[src/rtl/ram_init_loader.sv]
// ram_init_loader: streams bytes from the storage source, packs them little-endian
// into 16-bit samples and writes NUM_WORDS of them into SRAM, then flags completion.
module ram_init_loader #(
   parameter int unsigned ADDR_W    = 16,
   parameter int unsigned NUM_WORDS = 65536
) (
   input  logic              Clk,
   input  logic              Reset_n,
   input  logic              LOAD_MEM,
   input  logic [7:0]        Byte_in,
   input  logic              Byte_valid,
   output logic              Byte_ready,
   output logic [ADDR_W-1:0] Mem_addr,
   output logic [15:0]       Mem_wdata,
   output logic              Mem_we,
   input  logic              Mem_ack,
   output logic              RAM_INIT_DONE,
   output logic [ADDR_W:0]   Word_count
);

   localparam int unsigned CNT_W = ADDR_W + 1;

   typedef enum logic [2:0] {
      IDLE   = 3'd0,
      GET_LO = 3'd1,
      GET_HI = 3'd2,
      WRITE  = 3'd3,
      DONE   = 3'd4
   } state_t;

   state_t     state;
   state_t     state_nxt;
   logic [7:0] low_byte;
   logic       byte_fire;
   logic       last_word;

   // State register
   always_ff @(posedge Clk or negedge Reset_n) begin
      if (!Reset_n) begin
         state <= IDLE;
      end else begin
         state <= state_nxt;
      end
   end

   // Next-state logic; LOAD_MEM low only stalls the byte states, it never rewinds
   always_comb begin
      state_nxt = state;
      case (state)
         IDLE:    if (LOAD_MEM) state_nxt = GET_LO;
         GET_LO:  if (byte_fire) state_nxt = GET_HI;
         GET_HI:  if (byte_fire) state_nxt = WRITE;
         WRITE:   if (Mem_ack) state_nxt = last_word ? DONE : GET_LO;
         DONE:    state_nxt = DONE;
         default: state_nxt = IDLE;
      endcase
   end

   // Combinational outputs: source handshake and final-word detect
   always_comb begin
      Byte_ready = 1'b0;
      if ((state == GET_LO) || (state == GET_HI)) begin
         Byte_ready = LOAD_MEM;
      end
      byte_fire = Byte_ready & Byte_valid;
      last_word = ((Word_count + CNT_W'(1)) == CNT_W'(NUM_WORDS));
   end

   // Datapath: byte packing, SRAM request, address/count progress and done flag
   always_ff @(posedge Clk or negedge Reset_n) begin
      if (!Reset_n) begin
         low_byte      <= 8'd0;
         Mem_addr      <= '0;
         Mem_wdata     <= 16'd0;
         Mem_we        <= 1'b0;
         RAM_INIT_DONE <= 1'b0;
         Word_count    <= '0;
      end else begin
         case (state)
            GET_LO: begin
               if (byte_fire) begin
                  low_byte <= Byte_in;
               end
            end
            GET_HI: begin
               if (byte_fire) begin
                  Mem_wdata <= {Byte_in, low_byte};
                  Mem_we    <= 1'b1;
               end
            end
            WRITE: begin
               if (Mem_ack) begin
                  Mem_we     <= 1'b0;
                  Word_count <= Word_count + CNT_W'(1);
                  if (last_word) begin
                     RAM_INIT_DONE <= 1'b1;
                  end else begin
                     Mem_addr <= Mem_addr + ADDR_W'(1);
                  end
               end
            end
            default: begin
            end
         endcase
      end
   end

endmodule

[config.mk]
export PLATFORM = sky130hd
export DESIGN_NAME = ram_init_loader
export DESIGN_NICKNAME = d
export VERILOG_FILES = /design/src/rtl/ram_init_loader.sv
export SDC_FILE = /design/constraint.sdc
export NUM_CORES = 1
export LEC_CHECK = 0
export CORE_UTILIZATION = 40
export CTS_CLUSTER_DIAMETER = 200
export DETAILED_ROUTE_END_ITERATION = 10
export HOLD_SLACK_MARGIN = 0.03
export PLACE_DENSITY = 0.75
export SLEW_MARGIN = 20
export SYNTH_ARGS = -nofsm -noshare
export SYNTH_HDL_FRONTEND = slang
export SYNTH_SLANG_ARGS = --single-unit
[constraint.sdc]
create_clock -name Clk -period 3.09 [get_ports Clk]
set_clock_uncertainty 0.2 [all_clocks]
set_input_delay 0.618 -clock Clk [delete_from_list [all_inputs] [get_ports Clk]]
set_output_delay 0.618 -clock Clk [all_outputs]
set_load 0.03 [all_outputs]
==> results of run 1 <==
-- flip-flops by register name, indices dropped and copies added (netlist names) --
signal / flops
low_byte: 8
Mem_addr: 16
RAM_INIT_DONE: 1
Word_count: 17
state: 3
Mem_we: 1
Mem_wdata: 16
-- per-stage QoR --
step	total power, uW	setup slack (ns)	instances	cell area [um^2]
after detailed placement	2445	0.2288	400	3630
after floorplan	1934	0.5580	242	2853
final	3279	0.2151	416	3867
after global routing	3445	0.1537	416	3867
after CTS	3324	0.2092	416	3867
after global placement	2410	0.2630	400	3630
-- worst max-delay path: stages --
cell	delay [ns]
clkdlybuf4s50_1	0.52
nor3b_1	0.22
clkdlybuf4s50_1	0.70
-- cells by family after synthesis --
logic type / after synthesis
buf+inv: 10
compound gates: 13
mux: 27
fa+ha+maj: 2
flops: 62
xor+xnor: 37
simple gates: 91
-- cell usage after synthesis (all sizes together) --
library cell,count
nand3,14
o22ai,1
nand4,5
mux2,26
and4,1
a21oi,2
a211oi,2
a311oi,2
and2,2
nor4b,4
ha,2
buf,4
mux2i,1
nor4,4
o21ai,1
nand2,23
xor2,23
nor3,8
xnor2,14
nand4b,1
o2111ai,1
or3,2
a21o,1
dfrtp,62
and3,3
nor2,15
nand2b,4
a41oi,2
a31oi,1
clkbuf,6
nor3b,5
-- cell usage in the layout (no fill, tap or decap), types with 2 or more instances in the layout --
cell,n
a311oi_1,2
and3_1,3
nand4_1,5
clkbuf_8,9
or3_1,2
buf_4,8
nor4b_1,2
xor2_1,23
clkinvlp_4,2
nand3_1,13
clkdlybuf4s50_1,63
a21oi_1,2
dfrtp_1,62
nor3_1,7
nand2_1,23
nor2_1,14
bufinv_16,3
nand2b_1,4
nor4_1,3
xnor2_1,14
a211oi_1,2
and2_1,2
a41oi_1,2
ha_1,2
mux2_2,25
nor3b_1,5
-- where the power goes --
part	total, uW	switching [uW]	internal [uW]
Combinational	1180	622	555
Clock	847	313	534
Sequential	1250	209	1050
-- layout make-up --
class	count	share of cell area, %
repair buffers	72	17.99
clock inverters	6	2.847
clock buffers	10	3.300
well taps	96	3.106
multi-input cells	170	32.64
flip-flops and latches	62	40.12
-- worst max-delay path by stage --
stage / from / end / slack, ns
3_3_place_gp: LOAD_MEM / Byte_ready / 0.26
4_1_cts: LOAD_MEM / Byte_ready / 0.21
6_report: LOAD_MEM / Byte_ready / 0.22
2_1_floorplan: Word_count[0] / Mem_addr[4] / 0.56
3_5_place_dp: LOAD_MEM / Byte_ready / 0.23
5_1_grt: LOAD_MEM / Byte_ready / 0.15
-- per-layer routing --
metal  up-vias  global-route usage (%)  wire, um
li1        995                       -         -
met4         0                   7.727        99
met5         -                       0         0
met3        10                   5.333       394
met1      1004                   23.16      2651
met2        63                   26.55      2790
==> run metrics, run 1 <==
power per cell area 847.7 nW/um^2; post-synthesis simple-gate area fraction 17.81%; # setup viols final 0; clock buffer depth 2; row count 30; Routed WL 5936 um; Synth area leader dfrtp_1; critical path class input port to primary output; WL per Instance 14.27 um; final net count 330; filler cell count 621; yosys warns 0; relative slew slack 48.74%; Synth Area in Compound Gates 3.289%; final slew viol count 0; CTS tree built; net count after synthesis 257; sequential area share after synthesis 54.39%; first-pass GRT wire length 9991 um; GP Congestion 0.7771; CORE AREA 6832 um^2; Worst-Margin Slew 0.7689 ns; Post-Synth XOR/XNOR Area 11.36%; I/O Buffers 64; fin crit period 2.875 ns; initial antenna violation count 0; clock sink total 62; number of DRC markers in iteration 0 94; Syn Std Cell Area 2853 um^2; CTS H-tree depth 3; starting density of the core 41.76%; Worst Hold Margin 0.2396 ns; FF+latch count, synth 62; cell leakage power 0.001705 uW; largest family of logic cells by synthesized area simple AND/OR/NAND/NOR gates; via count 2,072; setup tns final 0 ns; adder-cell share of the synthesized area 0.8772%; cts repair resizes 0; ANT nets after route 0; area of the die 7474 um^2; Reg2Reg Capture Point Mem_addr[1]; WP data required 2.27 ns; Worst setup EP type primary output; VDD IR max 0.5896 mV; cells after synthesis 242; Synth top area share 54.39%; setup bufs post-CTS 0; clk slew on worst S/H paths 0.07 ns; largest net degree at the start of global routing 63; area of the multi-input gates 1262 um^2; f_max 0.3478 GHz; arrival time at the worst endpoint 2.06 ns; Pre-Repair DR Iteration Count 4; Syn-to-layout area delta 35.57%; final hold vios 0; vias in the first global route 2,084; die span in y 86.45 um; Reg2Reg Setup Slack 0.50 ns; storage element area 1551 um^2; hold buffer count at cts 0; post-DP HPWL 4077 um; final core occ 56.61%; Critical R2R Launch Word_count[0]; status complete, no violations; FF-to-FF path depth 9; Period Utilization, post-route 93.04%; Via-to-Cell Ratio 4.981; Total Routing Usage GR 17.49%; total CTS buffers 9; share of cells above drive strength 1 17.19%; maxcap violations 0; crit path launch type input port; n_diodes 0; library cells used by synthesis 39; mux cell area share after synthesis 10.61%; synthesized area per cell 11.79 um^2; Remaining Overflow, GRT 0; Hold Path Class input port to async pin; Root Driver clkbuf_8; main area contributors after synthesis dfrtp_1, mux2_2, xor2_1, xnor2_1, nand2_1; I/O pin cnt 65; RSZ-0062 raised after global routing no; Die W 86.45 um; clk_lat worst skew 0.34 ns; Residual DRC 0; CP Max Fanout 4
(Power assumes the default switching activity.)
==> run 2: changes to the inputs <==
Settings changed: CTS_BUF_LIST set to sky130_fd_sc_hd__clkbuf_4, MAX_ROUTING_LAYER set to met4.
==> run metrics, run 2 (synthesized netlist as in run 1, its figures left out) <==
status complete, no violations; max reg flops 17; wire length on met2 2764 um; FF-to-FF path depth 9; clock buffer depth 2; worst path cell trace clkdlybuf4s50_1 > nor3b_1 > clkdlybuf4s50_1; final slew viol count 0; row count 30; final hold vios 0; Highest Signal Layer met4; I/O Buffers 64; filler cell count 630; Root Driver clkbuf_4; commonest cells after routing, fill and taps aside clkdlybuf4s50_1, dfrtp_1, mux2_2, nand2_1, xor2_1; largest net degree at the start of global routing 63; vias in the first global route 2,098; Routed WL 5971 um; maxcap violations 0; WP data required 2.27 ns; relative slew slack 48.38%; power per cell area 823.8 nW/um^2; Period Utilization, post-route 92.84%; clock power share 22.7%; Hold Path Class input port to async pin; hold buffer count at cts 0; most flop-heavy register Word_count; share of cells above drive strength 1 17.50%; VDD IR max 0.5343 mV; Crit path largest cell delay 0.70 ns; via count 2,089; number of DRC markers in iteration 0 120; Reg2Reg Setup Slack 0.48 ns; fin crit period 2.869 ns; Die W 86.45 um; Residual DRC 0; total CTS buffers 9; setup tns final 0 ns; Reg2Reg Capture Point Mem_addr[1]; switching power 1127 uW; cell mode on critical path clkdlybuf4s50_1; cell leakage power 0.001685 uW; # setup viols final 0; clock sink total 62; Pre-Repair DR Iteration Count 4; Worst setup EP type primary output; CTS tree built; die span in y 86.45 um; Post-Route M1 WL 2738 um; Seq pwr share 39.8%; I/O pin cnt 65; Finished Layout Cells 416; Top Registers Word_count x17, Mem_addr x16, Mem_wdata x16; initial antenna violation count 0; starting density of the core 41.76%; Sw Share 35.87%; clk slew on worst S/H paths 0.11 ns; Total Routing Usage GR 18.00%; crit path launch type input port; Remaining Overflow, GRT 0; CP delay by family, top buffers and inverters; Int Pwr 2015 uW; final net count 330; Placed Cells 400; CP Max Fanout 4; arrival time at the worst endpoint 2.05 ns; Critical path destination Byte_ready; CTS H-tree depth 3; Worst-Margin Slew 0.7743 ns; crit path max-delay cell type clkdlybuf4s50_1; RSZ-0062 raised after global routing no; f_max 0.3486 GHz; Critical path origin LOAD_MEM; n_diodes 0; setup bufs post-CTS 0; GP Congestion 0.7877; Syn-to-layout area delta 33.73%; Via-to-Cell Ratio 5.022; worst path bufs/invs 2; area of the die 7474 um^2; critical path class input port to primary output; cts repair resizes 0; ANT nets after route 0; clk_lat worst skew 0.39 ns; post-DP HPWL 4077 um; Logic pwr share 37.5%; Levels on crit path 3; Met3 Routed Length 432 um; Critical R2R Launch Word_count[0]; WL per Instance 14.35 um; commonest non-fill, non-tap cell in the layout clkdlybuf4s50_1; CORE AREA 6832 um^2; first-pass GRT wire length 10,050 um
run 2: changes by cell type in the layout (fill, tap and decap cells not counted):
cell | before | now
clkbuf_8 | 9 | 0
clkbuf_1 | 1 | 0
clkbuf_4 | 0 | 10
run 2: worst min path at each step:
stage	cells after the start	from	to	slack (ns)
floorplan	0	Reset_n	Mem_addr[0]	0.12
global placement	1	RAM_INIT_DONE	RAM_INIT_DONE	0.25
detailed placement	1	Mem_addr[15]	Mem_addr[15]	0.26
CTS	2	Reset_n	Mem_wdata[13]	0.19
global route	2	Reset_n	Mem_addr[14]	0.23
finish	2	Reset_n	Mem_wdata[13]	0.19
run 2: area by class of cell:
cell class,instances,area (um^2),area share [%]
Clock inverter,6,110.1,2.886
Clock buffer,10,75.07,1.968
Timing Repair Buffer,72,695.7,18.24
Sequential cell,62,1551,40.67
Multi-Input combinational cell,170,1262,33.09
Tap cell,96,120.1,3.149
run 2: per-layer routing:
metal	vias to the layer above	track usage, %
li1	997	-
met1	1020	23.39
met2	67	26.62
met3	5	5.238
met4	0	6.970
met5	-	-
run 2: power by group through the flow:
stage | Sequential, uW | Clock, uW | Combinational, uW
floorplan | 1530 | 0 | 405
global placement | 1250 | 0 | 1160
detailed placement | 1260 | 0 | 1180
CTS | 1260 | 736 | 1190
global route | 1290 | 772 | 1250
finish | 1250 | 712 | 1180
run 2: per-stage QoR:
step | hold WS (ns) | total power [uW] | setup WS [ns] | util [%] | instance area, um^2
finish | 0.1857 | 3143 | 0.2213 | 55.84 | 3815
global route | 0.2304 | 3309 | 0.1211 | 55.84 | 3815
CTS | 0.1852 | 3186 | 0.2092 | 55.84 | 3815
detailed placement | 0.2646 | 2445 | 0.2288 | 53.13 | 3630
global placement | 0.2497 | 2410 | 0.2630 | 53.13 | 3630
floorplan | 0.1224 | 1934 | 0.5580 | - | 2853
